**src/rtl/dram_scheduler_types.sv**
```systemverilog
// Shared command encodings, FSM states and default DRAM timing values
// for the timed command scheduler.
package dram_scheduler_types;

  typedef enum logic [2:0] {
    CMD_NOP = 3'd0,
    CMD_ACT = 3'd1,
    CMD_PRE = 3'd2,
    CMD_RD  = 3'd3
  } cmd_e;

  typedef enum logic [2:0] {
    ST_IDLE,
    ST_CHECK,
    ST_EMIT_PRE,
    ST_EMIT_ACT,
    ST_EMIT_RD,
    ST_HOLD
  } state_e;

  localparam int DEF_T_RCD   = 4;
  localparam int DEF_T_RP    = 4;
  localparam int DEF_T_RTP   = 2;
  localparam int DEF_T_RRD_S = 2;
  localparam int DEF_T_RRD_L = 3;
  localparam int DEF_T_CCD_S = 2;
  localparam int DEF_T_CCD_L = 4;
  localparam int DEF_T_FAW   = 16;

  // A four-activate window looks back exactly four ACTs.
  localparam int FAW_DEPTH = 4;

endpackage

```
**src/rtl/timed_cmd_scheduler_if.sv**
```systemverilog
// Request and command handshake bundle of the timed command scheduler.
// master = request source / command sink, slave = the scheduler.
interface timed_cmd_scheduler_if #(
  parameter int NUM_BG       = 4,
  parameter int BANKS_PER_BG = 4,
  parameter int ROW_W        = 16,
  parameter int COL_W        = 10,
  parameter int ID_W         = 8,
  parameter int CYC_W        = 16
);
  localparam int BG_W = $clog2(NUM_BG);
  localparam int BK_W = $clog2(BANKS_PER_BG);

  logic             in_valid;
  logic             in_ready;
  logic [BG_W-1:0]  in_bg;
  logic [BK_W-1:0]  in_bank;
  logic [ROW_W-1:0] in_row;
  logic [COL_W-1:0] in_col;
  logic [ID_W-1:0]  in_req_id;

  logic             out_valid;
  logic             out_ready;
  logic [CYC_W-1:0] out_cycle;
  logic [2:0]       out_cmd;
  logic [BG_W-1:0]  out_bg;
  logic [BK_W-1:0]  out_bank;
  logic [ROW_W-1:0] out_row;
  logic [COL_W-1:0] out_col;
  logic [ID_W-1:0]  out_req_id;

  modport master (
    output in_valid, in_bg, in_bank, in_row, in_col, in_req_id, out_ready,
    input  in_ready, out_valid, out_cycle, out_cmd, out_bg, out_bank,
           out_row, out_col, out_req_id
  );

  modport slave (
    input  in_valid, in_bg, in_bank, in_row, in_col, in_req_id, out_ready,
    output in_ready, out_valid, out_cycle, out_cmd, out_bg, out_bank,
           out_row, out_col, out_req_id
  );
endinterface

```
**src/rtl/act_window_tracker.sv**
```systemverilog
// Remembers the stamps of the last four ACT commands; o_oldest is the
// fourth-most-recent one and is meaningful once o_full is set.
module act_window_tracker
  import dram_scheduler_types::*;
#(
  parameter int CYC_W = 16
) (
  input  logic             clk,
  input  logic             rst,
  input  logic             i_clr,
  input  logic             i_push,
  input  logic [CYC_W-1:0] i_stamp,
  output logic [CYC_W-1:0] o_oldest,
  output logic             o_full
);
  logic [CYC_W-1:0] r_hist [FAW_DEPTH];
  logic [2:0]       r_cnt;

  always_ff @(posedge clk) begin
    if (rst || i_clr) begin
      r_cnt <= '0;
    end else if (i_push && (r_cnt != 3'(FAW_DEPTH))) begin
      r_cnt <= r_cnt + 3'd1;
    end
  end

  // NOTE: the history array carries no reset; r_cnt says which entries are real.
  always_ff @(posedge clk) begin
    if (i_push) begin
      r_hist[0] <= i_stamp;
      for (int i = 1; i < FAW_DEPTH; i++) r_hist[i] <= r_hist[i-1];
    end
  end

  assign o_oldest = r_hist[FAW_DEPTH-1];
  assign o_full   = (r_cnt == 3'(FAW_DEPTH));
endmodule

```
**src/rtl/timed_cmd_scheduler.sv**
```systemverilog
// Turns read requests into time-stamped PRE/ACT/RD commands honouring bank
// timing. Define SCHED_FAW_EN to add the four-activate-window constraint.
module timed_cmd_scheduler
  import dram_scheduler_types::*;
#(
  parameter int NUM_BG       = 4,
  parameter int BANKS_PER_BG = 4,
  parameter int ROW_W        = 16,
  parameter int COL_W        = 10,
  parameter int ID_W         = 8,
  parameter int CYC_W        = 16,
  parameter int T_RCD        = DEF_T_RCD,
  parameter int T_RP         = DEF_T_RP,
  parameter int T_RTP        = DEF_T_RTP,
  parameter int T_RRD_S      = DEF_T_RRD_S,
  parameter int T_RRD_L      = DEF_T_RRD_L,
  parameter int T_CCD_S      = DEF_T_CCD_S,
  parameter int T_CCD_L      = DEF_T_CCD_L,
  parameter int T_FAW        = DEF_T_FAW
) (
  input  logic                 clk,
  input  logic                 rst,
  input  logic                 clear,
  timed_cmd_scheduler_if.slave bus,
  output logic                 busy,
  output logic                 time_ovf
);
  localparam int BG_W      = $clog2(NUM_BG);
  localparam int BK_W      = $clog2(BANKS_PER_BG);
  localparam int NUM_BANKS = NUM_BG * BANKS_PER_BG;
  localparam int IDX_W     = $clog2(NUM_BANKS);

  typedef struct packed {
    logic [BG_W-1:0]  bg;
    logic [BK_W-1:0]  bank;
    logic [ROW_W-1:0] row;
    logic [COL_W-1:0] col;
    logic [ID_W-1:0]  id;
  } req_t;

  // Sums are one bit wider than a stamp so overflow is visible before saturation.
  function automatic logic [CYC_W:0] plus(input logic [CYC_W-1:0] base, input int dly);
    return {1'b0, base} + (CYC_W+1)'(dly);
  endfunction

  function automatic logic [CYC_W:0] max2(input logic [CYC_W:0] a, input logic [CYC_W:0] b);
    return (a > b) ? a : b;
  endfunction

  state_e r_state, w_state_nxt, r_after_hold;
  req_t   r_req, w_in_req;
  logic   [IDX_W-1:0] w_idx;
  logic   w_accept, w_emit;

  logic             r_open    [NUM_BANKS];
  logic             r_pre_vld [NUM_BANKS];
  logic             r_rd_vld  [NUM_BANKS];
  logic [ROW_W-1:0] r_bank_row[NUM_BANKS];
  logic [CYC_W-1:0] r_bank_act[NUM_BANKS];
  logic [CYC_W-1:0] r_bank_pre[NUM_BANKS];
  logic [CYC_W-1:0] r_bank_rd [NUM_BANKS];

  logic             r_any_cmd, r_act_any, r_rd_any, r_time_ovf;
  logic [CYC_W-1:0] r_last, r_last_act, r_last_rd;
  logic [BG_W-1:0]  r_last_act_bg, r_last_rd_bg;
  logic [CYC_W:0]   w_floor, w_raw;
  logic [CYC_W-1:0] w_stamp;

  logic             r_out_valid;
  cmd_e             r_out_cmd;
  logic [CYC_W-1:0] r_out_cycle;
  logic [BG_W-1:0]  r_out_bg;
  logic [BK_W-1:0]  r_out_bank;
  logic [ROW_W-1:0] r_out_row;
  logic [COL_W-1:0] r_out_col;
  logic [ID_W-1:0]  r_out_id;

  assign w_in_req = '{bg: bus.in_bg, bank: bus.in_bank, row: bus.in_row,
                      col: bus.in_col, id: bus.in_req_id};
  assign w_idx    = IDX_W'(int'(r_req.bg) * BANKS_PER_BG + int'(r_req.bank));
  assign w_accept = bus.in_valid && bus.in_ready;
  assign w_emit   = (r_state inside {ST_EMIT_PRE, ST_EMIT_ACT, ST_EMIT_RD}) && !clear;

  // ---------------------------------------------------------------- FSM
  // NOTE: sequential state uses <= so every flop samples pre-edge values.
  always_ff @(posedge clk) begin
    if (rst) r_state <= ST_IDLE;
    else     r_state <= w_state_nxt;
  end

  // NOTE: defaults first keep this block free of inferred latches.
  always_comb begin
    w_state_nxt = r_state;
    if (clear) begin
      w_state_nxt = ST_IDLE;
    end else begin
      unique case (r_state)
        ST_IDLE:  if (w_accept) w_state_nxt = ST_CHECK;
        ST_CHECK: begin
          if (!r_open[w_idx])                   w_state_nxt = ST_EMIT_ACT;
          else if (r_bank_row[w_idx] == r_req.row) w_state_nxt = ST_EMIT_RD;
          else                                  w_state_nxt = ST_EMIT_PRE;
        end
        ST_EMIT_PRE, ST_EMIT_ACT, ST_EMIT_RD: w_state_nxt = ST_HOLD;
        ST_HOLD:  if (bus.out_ready) w_state_nxt = r_after_hold;
        default:  w_state_nxt = ST_IDLE;
      endcase
    end
  end

  // ---------------------------------------------------------- stamps
`ifdef SCHED_FAW_EN
  logic [CYC_W-1:0] w_faw_oldest;
  logic             w_faw_full;

  act_window_tracker #(.CYC_W(CYC_W)) u_act_window (
    .clk      (clk),
    .rst      (rst),
    .i_clr    (clear),
    .i_push   (w_emit && (r_state == ST_EMIT_ACT)),
    .i_stamp  (w_stamp),
    .o_oldest (w_faw_oldest),
    .o_full   (w_faw_full)
  );
`else
  // T_FAW only takes effect when the window tracker is compiled in.
  if (T_FAW < 0) begin : g_faw_unused
  end
`endif

  assign w_floor = r_any_cmd ? plus(r_last, 1) : '0;

  always_comb begin
    w_raw = w_floor;
    unique case (r_state)
      ST_EMIT_PRE: begin
        if (r_rd_vld[w_idx]) w_raw = max2(w_raw, plus(r_bank_rd[w_idx], T_RTP));
      end
      ST_EMIT_ACT: begin
        if (r_pre_vld[w_idx]) w_raw = max2(w_raw, plus(r_bank_pre[w_idx], T_RP));
        if (r_act_any)
          w_raw = max2(w_raw, plus(r_last_act, (r_last_act_bg == r_req.bg) ? T_RRD_L : T_RRD_S));
`ifdef SCHED_FAW_EN
        if (w_faw_full) w_raw = max2(w_raw, plus(w_faw_oldest, T_FAW));
`endif
      end
      ST_EMIT_RD: begin
        w_raw = max2(w_raw, plus(r_bank_act[w_idx], T_RCD));
        if (r_rd_any)
          w_raw = max2(w_raw, plus(r_last_rd, (r_last_rd_bg == r_req.bg) ? T_CCD_L : T_CCD_S));
      end
      default: ;
    endcase
  end

  assign w_stamp = w_raw[CYC_W] ? '1 : w_raw[CYC_W-1:0];

  // --------------------------------------- control state and outputs
  always_ff @(posedge clk) begin
    if (rst || clear) begin
      r_out_valid   <= 1'b0;
      r_out_cmd     <= CMD_NOP;
      r_out_cycle   <= '0;
      r_out_bg      <= '0;
      r_out_bank    <= '0;
      r_out_row     <= '0;
      r_out_col     <= '0;
      r_out_id      <= '0;
      r_after_hold  <= ST_IDLE;
      r_any_cmd     <= 1'b0;
      r_act_any     <= 1'b0;
      r_rd_any      <= 1'b0;
      r_last        <= '0;
      r_last_act    <= '0;
      r_last_rd     <= '0;
      r_last_act_bg <= '0;
      r_last_rd_bg  <= '0;
      r_time_ovf    <= 1'b0;
      for (int i = 0; i < NUM_BANKS; i++) begin
        r_open[i]    <= 1'b0;
        r_pre_vld[i] <= 1'b0;
        r_rd_vld[i]  <= 1'b0;
      end
    end else begin
      if (r_out_valid && bus.out_ready) r_out_valid <= 1'b0;
      if (w_emit) begin
        r_out_valid <= 1'b1;
        r_out_cycle <= w_stamp;
        r_out_bg    <= r_req.bg;
        r_out_bank  <= r_req.bank;
        r_out_col   <= r_req.col;
        r_out_id    <= r_req.id;
        r_out_row   <= '0;
        r_last      <= w_stamp;
        r_any_cmd   <= 1'b1;
        if (w_raw[CYC_W]) r_time_ovf <= 1'b1;
        unique case (r_state)
          ST_EMIT_PRE: begin
            r_out_cmd        <= CMD_PRE;
            r_open[w_idx]    <= 1'b0;
            r_pre_vld[w_idx] <= 1'b1;
            r_after_hold     <= ST_EMIT_ACT;
          end
          ST_EMIT_ACT: begin
            r_out_cmd      <= CMD_ACT;
            r_out_row      <= r_req.row;
            r_open[w_idx]  <= 1'b1;
            r_act_any      <= 1'b1;
            r_last_act     <= w_stamp;
            r_last_act_bg  <= r_req.bg;
            r_after_hold   <= ST_EMIT_RD;
          end
          default: begin
            r_out_cmd       <= CMD_RD;
            r_rd_vld[w_idx] <= 1'b1;
            r_rd_any        <= 1'b1;
            r_last_rd       <= w_stamp;
            r_last_rd_bg    <= r_req.bg;
            r_after_hold    <= ST_IDLE;
          end
        endcase
      end
    end
  end

  // NOTE: bank rows/stamps need no reset; the open/valid flags gate every use.
  always_ff @(posedge clk) begin
    if (w_accept) r_req <= w_in_req;
    if (w_emit) begin
      unique case (r_state)
        ST_EMIT_PRE: r_bank_pre[w_idx] <= w_stamp;
        ST_EMIT_ACT: begin
          r_bank_act[w_idx] <= w_stamp;
          r_bank_row[w_idx] <= r_req.row;
        end
        default:     r_bank_rd[w_idx] <= w_stamp;
      endcase
    end
  end

  assign bus.in_ready   = (r_state == ST_IDLE) && !clear;
  assign bus.out_valid  = r_out_valid;
  assign bus.out_cmd    = r_out_cmd;
  assign bus.out_cycle  = r_out_cycle;
  assign bus.out_bg     = r_out_bg;
  assign bus.out_bank   = r_out_bank;
  assign bus.out_row    = r_out_row;
  assign bus.out_col    = r_out_col;
  assign bus.out_req_id = r_out_id;
  assign busy           = (r_state != ST_IDLE);
  assign time_ovf       = r_time_ovf;
endmodule

```
**src/flat_wrapper.sv**
```systemverilog
// flat-port wrapper written by rule: the top's interface ports become plain ports
module timed_cmd_scheduler_flat import dram_scheduler_types::*;
#(
  parameter int NUM_BG       = 4,
  parameter int BANKS_PER_BG = 4,
  parameter int ROW_W        = 16,
  parameter int COL_W        = 10,
  parameter int ID_W         = 8,
  parameter int CYC_W        = 16,
  parameter int T_RCD        = DEF_T_RCD,
  parameter int T_RP         = DEF_T_RP,
  parameter int T_RTP        = DEF_T_RTP,
  parameter int T_RRD_S      = DEF_T_RRD_S,
  parameter int T_RRD_L      = DEF_T_RRD_L,
  parameter int T_CCD_S      = DEF_T_CCD_S,
  parameter int T_CCD_L      = DEF_T_CCD_L,
  parameter int T_FAW        = DEF_T_FAW
)
  (clk, rst, clear, busy, time_ovf, bus_in_valid, bus_in_bg, bus_in_bank, bus_in_row, bus_in_col, bus_in_req_id, bus_out_ready, bus_in_ready, bus_out_valid, bus_out_cycle, bus_out_cmd, bus_out_bg, bus_out_bank, bus_out_row, bus_out_col, bus_out_req_id);
  timed_cmd_scheduler_if #(.NUM_BG(NUM_BG), .BANKS_PER_BG(BANKS_PER_BG), .ROW_W(ROW_W), .COL_W(COL_W), .ID_W(ID_W), .CYC_W(CYC_W)) bus_i ();
  input  logic clk;
  input  logic rst;
  input  logic clear;
  output logic busy;
  output logic time_ovf;
  input wire logic [$bits(bus_i.in_valid)-1:0] bus_in_valid;
  input wire logic [$bits(bus_i.in_bg)-1:0] bus_in_bg;
  input wire logic [$bits(bus_i.in_bank)-1:0] bus_in_bank;
  input wire logic [$bits(bus_i.in_row)-1:0] bus_in_row;
  input wire logic [$bits(bus_i.in_col)-1:0] bus_in_col;
  input wire logic [$bits(bus_i.in_req_id)-1:0] bus_in_req_id;
  input wire logic [$bits(bus_i.out_ready)-1:0] bus_out_ready;
  output wire logic [$bits(bus_i.in_ready)-1:0] bus_in_ready;
  output wire logic [$bits(bus_i.out_valid)-1:0] bus_out_valid;
  output wire logic [$bits(bus_i.out_cycle)-1:0] bus_out_cycle;
  output wire logic [$bits(bus_i.out_cmd)-1:0] bus_out_cmd;
  output wire logic [$bits(bus_i.out_bg)-1:0] bus_out_bg;
  output wire logic [$bits(bus_i.out_bank)-1:0] bus_out_bank;
  output wire logic [$bits(bus_i.out_row)-1:0] bus_out_row;
  output wire logic [$bits(bus_i.out_col)-1:0] bus_out_col;
  output wire logic [$bits(bus_i.out_req_id)-1:0] bus_out_req_id;
  assign bus_i.in_valid = bus_in_valid;
  assign bus_i.in_bg = bus_in_bg;
  assign bus_i.in_bank = bus_in_bank;
  assign bus_i.in_row = bus_in_row;
  assign bus_i.in_col = bus_in_col;
  assign bus_i.in_req_id = bus_in_req_id;
  assign bus_i.out_ready = bus_out_ready;
  assign bus_in_ready = bus_i.in_ready;
  assign bus_out_valid = bus_i.out_valid;
  assign bus_out_cycle = bus_i.out_cycle;
  assign bus_out_cmd = bus_i.out_cmd;
  assign bus_out_bg = bus_i.out_bg;
  assign bus_out_bank = bus_i.out_bank;
  assign bus_out_row = bus_i.out_row;
  assign bus_out_col = bus_i.out_col;
  assign bus_out_req_id = bus_i.out_req_id;
  timed_cmd_scheduler #(.NUM_BG(NUM_BG), .BANKS_PER_BG(BANKS_PER_BG), .ROW_W(ROW_W), .COL_W(COL_W), .ID_W(ID_W), .CYC_W(CYC_W), .T_RCD(T_RCD), .T_RP(T_RP), .T_RTP(T_RTP), .T_RRD_S(T_RRD_S), .T_RRD_L(T_RRD_L), .T_CCD_S(T_CCD_S), .T_CCD_L(T_CCD_L), .T_FAW(T_FAW)) u_core (.clk(clk), .rst(rst), .clear(clear), .bus(bus_i), .busy(busy), .time_ovf(time_ovf));
endmodule
```
**config.mk**
```make
export PLATFORM = sky130hd
export DESIGN_NAME = timed_cmd_scheduler_flat
export DESIGN_NICKNAME = d
export VERILOG_FILES = /design/src/rtl/dram_scheduler_types.sv /design/src/rtl/timed_cmd_scheduler_if.sv /design/src/rtl/act_window_tracker.sv /design/src/rtl/timed_cmd_scheduler.sv /design/src/flat_wrapper.sv
export SDC_FILE = /design/constraint.sdc
export NUM_CORES = 2
export LEC_CHECK = 0
export BUFFER_PORTS_ARGS = -buffer_cell sky130_fd_sc_hd__buf_2
export CAP_MARGIN = 20
export CORE_MARGIN = 4
export CORE_UTILIZATION = 45
export DETAILED_ROUTE_END_ITERATION = 6
export PLACE_DENSITY_LB_ADDON = 0.05
export SETUP_SLACK_MARGIN = 0.15
export SKIP_LAST_GASP = 1
export SYNTH_ARGS = -nofsm -noshare
export SYNTH_HDL_FRONTEND = slang
export SYNTH_SLANG_ARGS = --single-unit
```
**constraint.sdc**
```tcl
create_clock -name clk -period 13.53 [get_ports clk]
set_input_delay 4.059 -clock clk [delete_from_list [all_inputs] [get_ports clk]]
set_output_delay 4.059 -clock clk [all_outputs]
set_load 0.05 [all_outputs]
```
Word level (Yosys, flattened, before mapping)
Memories as Yosys holds them, arrays and structs flattened. Cells that the tools add are included.

RAM bits: 1072. Logic and storage cells: 126. Memories: 7. Flip-flop bits (word level): 142.

Add/sub/neg operators: 7. Equality and inequality tests: 10. Multiplexer cells: 52. $lt $le $gt $ge: 5. Reduce and logical (&&, ||, !) cells: 20. Bitwise logic cells: 2.

Memory list: u_core.r_bank_act (depth 16, bits a word 16, rd ports 1, clocked after Yosys merged registers in 0, wr ports 1, RTL line timed_cmd_scheduler.sv:59) `logic [CYC_W-1:0] r_bank_act[NUM_BANKS];`; u_core.r_bank_pre (depth 16, bits a word 16, rd ports 1, clocked after Yosys merged registers in 0, wr ports 1, RTL line timed_cmd_scheduler.sv:60) `logic [CYC_W-1:0] r_bank_pre[NUM_BANKS];`; u_core.r_bank_rd (depth 16, bits a word 16, rd ports 1, clocked after Yosys merged registers in 0, wr ports 1, RTL line timed_cmd_scheduler.sv:61) `logic [CYC_W-1:0] r_bank_rd [NUM_BANKS];`; u_core.r_bank_row (depth 16, bits a word 16, rd ports 1, clocked after Yosys merged registers in 0, wr ports 1, RTL line timed_cmd_scheduler.sv:58) `logic [ROW_W-1:0] r_bank_row[NUM_BANKS];`; u_core.r_open (depth 16, bits a word 1, rd ports 1, clocked after Yosys merged registers in 0, wr ports 16, RTL line timed_cmd_scheduler.sv:55) `logic r_open [NUM_BANKS];`; u_core.r_pre_vld (depth 16, bits a word 1, rd ports 1, clocked after Yosys merged registers in 0, wr ports 16, RTL line timed_cmd_scheduler.sv:56) `logic r_pre_vld [NUM_BANKS];`; 1 more memories.

Operator list (count): $mux W17 (11); $gt A17 B17 Y1 (5); $pmux W17 S3 (1); $add A16 B17 Y17 (2); $add A16 B3 Y17 const B (2); $mux W16 (2); $mux W1 (27); $add A16 B1 Y17 const B (1); $add A16 B2 Y17 const B (1); $eq A16 B16 Y1 (1); $mux W3 (5); $mux W4 (3); $pmux W3 S4 (1); $reduce_and A2 Y1 (4); $eq A3 B2 Y1 const B (2); $eq A3 B3 Y1 const B (2); $pmux W3 S2 (1); $reduce_bool A3 Y1 (2); $add A4 B2 Y4 (1); $eq A2 B2 Y1 (2); $logic_and A1 B1 Y1 (4); $pmux W2 S2 (1); $reduce_or A2 Y1 (2); $eq A3 B1 Y1 const B (1); 10 further kinds (12).

Longest topological paths before layout
An unclocked memory read counts as a cell.

Word-level depth: 12. Mapped depth: 36.

Worst setup path before layout
No wires, ideal clock.

Path type: input to output. From: in clear. To: out bus_in_ready. Required time: 9.471 ns. Setup slack: 4.601 ns. Stages on the path: 2. Arrival: 4.870 ns. Cell sequence: clkbuf_1 nor2_1.

Longest elaborated chain between the ends: 2.

RTL lines: start, declared (RTL line flat_wrapper.sv:23) `input logic clear;`; $logic_not A1 Y1 (RTL line timed_cmd_scheduler.sv:241) `assign bus.in_ready = (r_state == ST_IDLE) && !clear;`; $logic_and A1 B1 Y1 (RTL line timed_cmd_scheduler.sv:241); end, declared (RTL line flat_wrapper.sv:33) `output wire logic [$bits(bus_i.in_ready)-1:0] bus_in_ready;`.

Every way passes these cells.

Worst setup path in the final report
From: reg u_core.r_req[36] (netlist bit). To: mem u_core.r_bank_act[0][4], data pin.

Longest elaborated chain between the ends: 12. Elaborated cells on any way between the ends: 32.

RTL lines: start, declared (RTL line timed_cmd_scheduler.sv:51) `req_t r_req, w_in_req;`; start signal, assigned (RTL line timed_cmd_scheduler.sv:228) `if (w_accept) r_req <= w_in_req;`; $add A4 B2 Y4 (RTL line timed_cmd_scheduler.sv:80) `assign w_idx = IDX_W'(int'(r_req.bg) * BANKS_PER_BG + int'(r_req.bank));`; $mem_v2 Z16 W16; $add A16 B3 Y17 (RTL line timed_cmd_scheduler.sv:43) `return {1'b0, base} + (CYC_W+1)'(dly);`; $gt A17 B17 Y1 (RTL line timed_cmd_scheduler.sv:47) `return (a > b) ? a : b;`; $mux W17 (RTL line timed_cmd_scheduler.sv:47); $mux W17 (RTL line timed_cmd_scheduler.sv:140) `if (r_pre_vld[w_idx]) w_raw = max2(w_raw, plus(r_bank_pre[w_idx], T_RP));`; $mux W17 (RTL line timed_cmd_scheduler.sv:135) `unique case (r_state)`; $gt A17 B17 Y1 (RTL line timed_cmd_scheduler.sv:47); $mux W17 (RTL line timed_cmd_scheduler.sv:47); $mux W17 (RTL line timed_cmd_scheduler.sv:141) `if (r_act_any)`; $pmux W17 S3 * (RTL line timed_cmd_scheduler.sv:135); $mux W16 * (RTL line timed_cmd_scheduler.sv:156) `assign w_stamp = w_raw[CYC_W] ? '1 : w_raw[CYC_W-1:0];`; via u_core.w_stamp[4] (RTL line timed_cmd_scheduler.sv:67) `logic [CYC_W-1:0] w_stamp;`; end, declared (RTL line timed_cmd_scheduler.sv:59).

Mark *: on every way through the listed nets, which the timed path passes. The rest lies on a longest branch. The select of a mux whose other input is x is not followed.

==> impl_results.md <==
* Result of the run: finished, final reports clean
* Most common cell after layout, fill and taps aside: sky130_fd_sc_hd__edfxtp_1
* Highest layer used for signal routing: met4
* Post-Layout Inst Area at 0.0578 mm²
* Number of global-route vias before repair at 29326
* Total number of clock tree sinks at 1212
* Post-synthesis cell count at 3053
* Crit path DAT at 10.87 ns
* Post-cts sizing count at 0
* Skew-Pair Late Insertion Delay at 0.74 ns
* Sum of routed wire length over all layers at 147000 µm
* CTS clock-pin slew for the worst setup and hold paths at 0.06 ns
* Crit path capture: u_core.r_bank_act[0][4]
* Leakage power total at 20.5 nW
* WP data required at 13.75 ns
* Peak fanout along the critical path at 48
* Overall power at 7.74 mW
* DIE WIDTH at 345 µm
* Top flip-flop cell by instance count after synthesis: sky130_fd_sc_hd__edfxtp_1
* Fin crit period at 10.65 ns
* Max capacitance violation total at 0
* Root buffer selected by CTS: sky130_fd_sc_hd__clkbuf_16
* Cell with the largest stage delay on the worst path: sky130_fd_sc_hd__nor2b_4
* Net count, final at 3365
* Global-route wire length before repair at 211000 µm
* Antenna violations before repair at 3
* Detailed Routing Iterations Pass 1 at 7
* Fraction of synthesis flops using an asynchronous set or reset pin at 0
* TritonCTS clock tree: built
* TNS Setup at 0 ns
* Detailed route wirelength on metal2 at 70500 µm
* Share of post-route cells with drive strength above 1 at 0.227
* Synth Area per Inst at 16.7 µm²
* Logic gate share of total power at 0.026
* Startpoint class of the critical path: register
* First element of the critical path: u_core.r_req[36]
* Worst rel slew slack at 0.258
* Effective utilization at floorplan at 0.454
* Part of the total power dissipated in sequential elements at 0.523
* Maximum frequency from static timing analysis at 93.9 MHz
* CTS H-tree lvls at 4
* Number of enable-type register cells in the synthesized netlist at 1078
* Routed length per instance at 30.5 µm
* CTS max path bufs at 3
* Share of the synthesized area in the top cell type at 0.634
* Worst Reg-to-Reg Cells at 30
* Total power per unit cell area at 134 mW/mm²
* Setup slack of the worst register-to-register path at 2.88 ns
* Pin count of the biggest net entering global routing at 122
* Top post-synthesis cells by area: sky130_fd_sc_hd__edfxtp_1 63%, sky130_fd_sc_hd__mux4_2 12%, sky130_fd_sc_hd__dfxtp_1 5.3%
* Tcrit/Tclk final at 0.787
* Overflow after GRT at 0
* Area of the core region at 0.112 mm²
* Worst Hold Slack at 0.448 ns
* Slowest stage delay, CP at 0.74 ns
* Area growth from synthesis to layout at 13.2%
* Number of library cell types mapped by synthesis at 90
* Clock buffers created by TritonCTS at 131
* Most area-hungry cell type in the Yosys netlist: sky130_fd_sc_hd__edfxtp_1
* Switching share of power at 0.208
* Type of the most critical hold path: register to register
* Net switching component of the power at 1.61 mW
* Routed metal-1 wirelength at 64200 µm
* Slew at the pin with the worst max-slew slack at 1.10 ns
* Top-level I/O count at 104
* Standard-cell row count at 123
* Post-detail-place hpwl at 88300 µm
* Number of hold buffers added after cts at 0
* Largest voltage drop on the vdd net at 112 µV
* Power share of the clock group at 0.451
* Die Y at 345 µm
* Setup skew after layout at 0.0286 ns
* Part of the Yosys area used for sequential elements at 0.687
* Via count at 29199
* Post-CTS Setup Repair Bufs at 0
* Wire length on met3 at 8710 µm
* Detailed router's first-iteration violation count at 2575
* Internal power at 6.13 mW
* Global-route usage over all layers at 0.248
* Post-synthesis cell area at 0.0510 mm²
* Reg2Reg Capture Point: u_core.r_bank_act[0][4]
* Synthesis Warnings at 0
* Placed cell area at 0.0536 mm²
* FF-to-FF Start: u_core.r_req[36]
* Setup Viol. Count Final at 0
* Antenna-violating nets left at 0
* Type of the worst setup path: register to register
* Max-slew violation count at 0
* Net count after synthesis at 3190
* Global placer's final weighted congestion at 0.940
* Die Area at 0.119 mm²
* #FFs+latches synth at 1212
* Setup repair after global routing missed its margin: false
* Number of design rule violations left after detail routing at 0
* Via-to-Cell Ratio at 6.05
* Kind of end point of the critical path: register
* Leading cell types in the layout, fill and taps excluded: 1078 x sky130_fd_sc_hd__edfxtp_1, 281 x sky130_fd_sc_hd__mux4_2, 206 x sky130_fd_sc_hd__nand2_1
* Total of buffers placed on input and output ports at 102
* Hold violation count in the final report at 0
cell usage after synthesis, types with 10 or more instances:
library cell / number
sky130_fd_sc_hd__and4_1: 12
sky130_fd_sc_hd__mux4_1: 10
sky130_fd_sc_hd__xor2_1: 39
sky130_fd_sc_hd__buf_2: 38
sky130_fd_sc_hd__nor2_1: 208
sky130_fd_sc_hd__nand2b_1: 11
sky130_fd_sc_hd__nor3_1: 43
sky130_fd_sc_hd__dfxtp_1: 134
sky130_fd_sc_hd__nor4_1: 11
sky130_fd_sc_hd__a211oi_1: 12
sky130_fd_sc_hd__and3_1: 10
sky130_fd_sc_hd__a31oi_1: 17
sky130_fd_sc_hd__and2_1: 11
sky130_fd_sc_hd__edfxtp_1: 1078
sky130_fd_sc_hd__a21oi_1: 170
sky130_fd_sc_hd__nand2_1: 212
sky130_fd_sc_hd__ha_1: 93
sky130_fd_sc_hd__nand3_1: 56
sky130_fd_sc_hd__nand4_1: 37
sky130_fd_sc_hd__clkbuf_1: 81
sky130_fd_sc_hd__xnor2_1: 55
sky130_fd_sc_hd__mux2i_1: 17
sky130_fd_sc_hd__a22oi_1: 93
sky130_fd_sc_hd__nor2b_1: 10
sky130_fd_sc_hd__inv_1: 36
sky130_fd_sc_hd__buf_4: 14
sky130_fd_sc_hd__mux4_2: 281
sky130_fd_sc_hd__o21ai_0: 99
sky130_fd_sc_hd__buf_6: 12
power by group through the flow:
stage                     Sequential (mW)  Combinational, mW  Clock [mW]
after detailed placement             4.13              0.203           0
after global placement               4.13              0.201           0
after floorplan                      4.12              0.143           0
after global routing                 4.05              0.216        3.72
after CTS                            4.05              0.203        3.56
final                                4.05              0.201        3.49
logic make-up (layout without fill, tap and decap cells):
group                    Yosys count  in the layout  share of synthesized area
flip-flops                      1212           1212                      0.687
AO/OA/AOI/OAI                    469            469                     0.0579
buffers and inverters            199            468                     0.0206
other                              1              3                  0.0000735
adder cells (fa/ha/maj)           94             94                     0.0232
multiplexers                     314            314                      0.134
XOR/XNOR                          94             94                     0.0161
AND/OR/NAND/NOR                  670            670                     0.0613
state kept, by name, indices dropped and copies added, names as in the netlist, 3 cells and up:
register and flops:
u_core.r_pre_vld 16, u_core.r_state 3, u_core.bus.out_row 16, u_core.bus.out_col 10
u_core.r_open 16, u_core.r_req 38, u_core.r_bank_pre 256, u_core.bus.out_req_id 8
u_core.r_last_rd 16, u_core.r_last_act 16, u_core.r_bank_row 256, u_core.r_rd_vld 16
u_core.r_bank_rd 256, u_core.r_bank_act 256, u_core.r_last 16
worst max-delay path: cells and delay by family (launching register included):
family,cells,cell delay (ns)
adders and majority gates,3,0.83
xor gates and xnor gates,1,0.20
AOI/OAI and AO/OA,6,1.86
and+or+nand+nor,14,4.86
buffers and inverters,5,1.44
DFF,1,0.32
muxes,1,0.51
layout make-up:
cell class | count | area (µm²)
Antenna cell | 2 | 5.00
Clock buffer | 168 | 3530
Clock inverter | 59 | 681
Fill cell | 9203 | 54700
Inverter | 37 | 139
Multi-Input combinational cell | 1642 | 15200
Sequential cell | 1212 | 35100
Tap cell | 1500 | 1880
Timing Repair Buffer | 204 | 1320
layer usage:
metal  vias up  track usage
met3       238       0.0412
met2       952        0.397
met5         -            0
met4         0       0.0689
met1     15445        0.355
li1      12564            -
worst min path at each step:
| stage | startpoint | cells past startpoint | endpoint |
|---|---|---|---|
| finish | u_core.bus.out_col[1] | 2 | u_core.bus.out_col[1] |
| global route | u_core.bus.out_col[1] | 2 | u_core.bus.out_col[1] |
| CTS | u_core.bus.out_col[1] | 2 | u_core.bus.out_col[1] |
| detailed placement | u_core.bus.out_col[3] | 2 | u_core.bus.out_col[3] |
| global placement | u_core.bus.out_col[1] | 2 | u_core.bus.out_col[1] |
| floorplan | u_core.r_pre_vld[10] | 2 | u_core.r_pre_vld[10] |
through the flow:
stage	util	setup slack [ns]	cells
finish	0.514	2.88	4824
global route	0.514	2.20	4822
CTS	0.514	2.96	4821
detailed placement	0.476	3.01	4594
global placement	0.476	3.30	4593
floorplan	-	4.60	3053
Power figures use the tool's default switching activity.
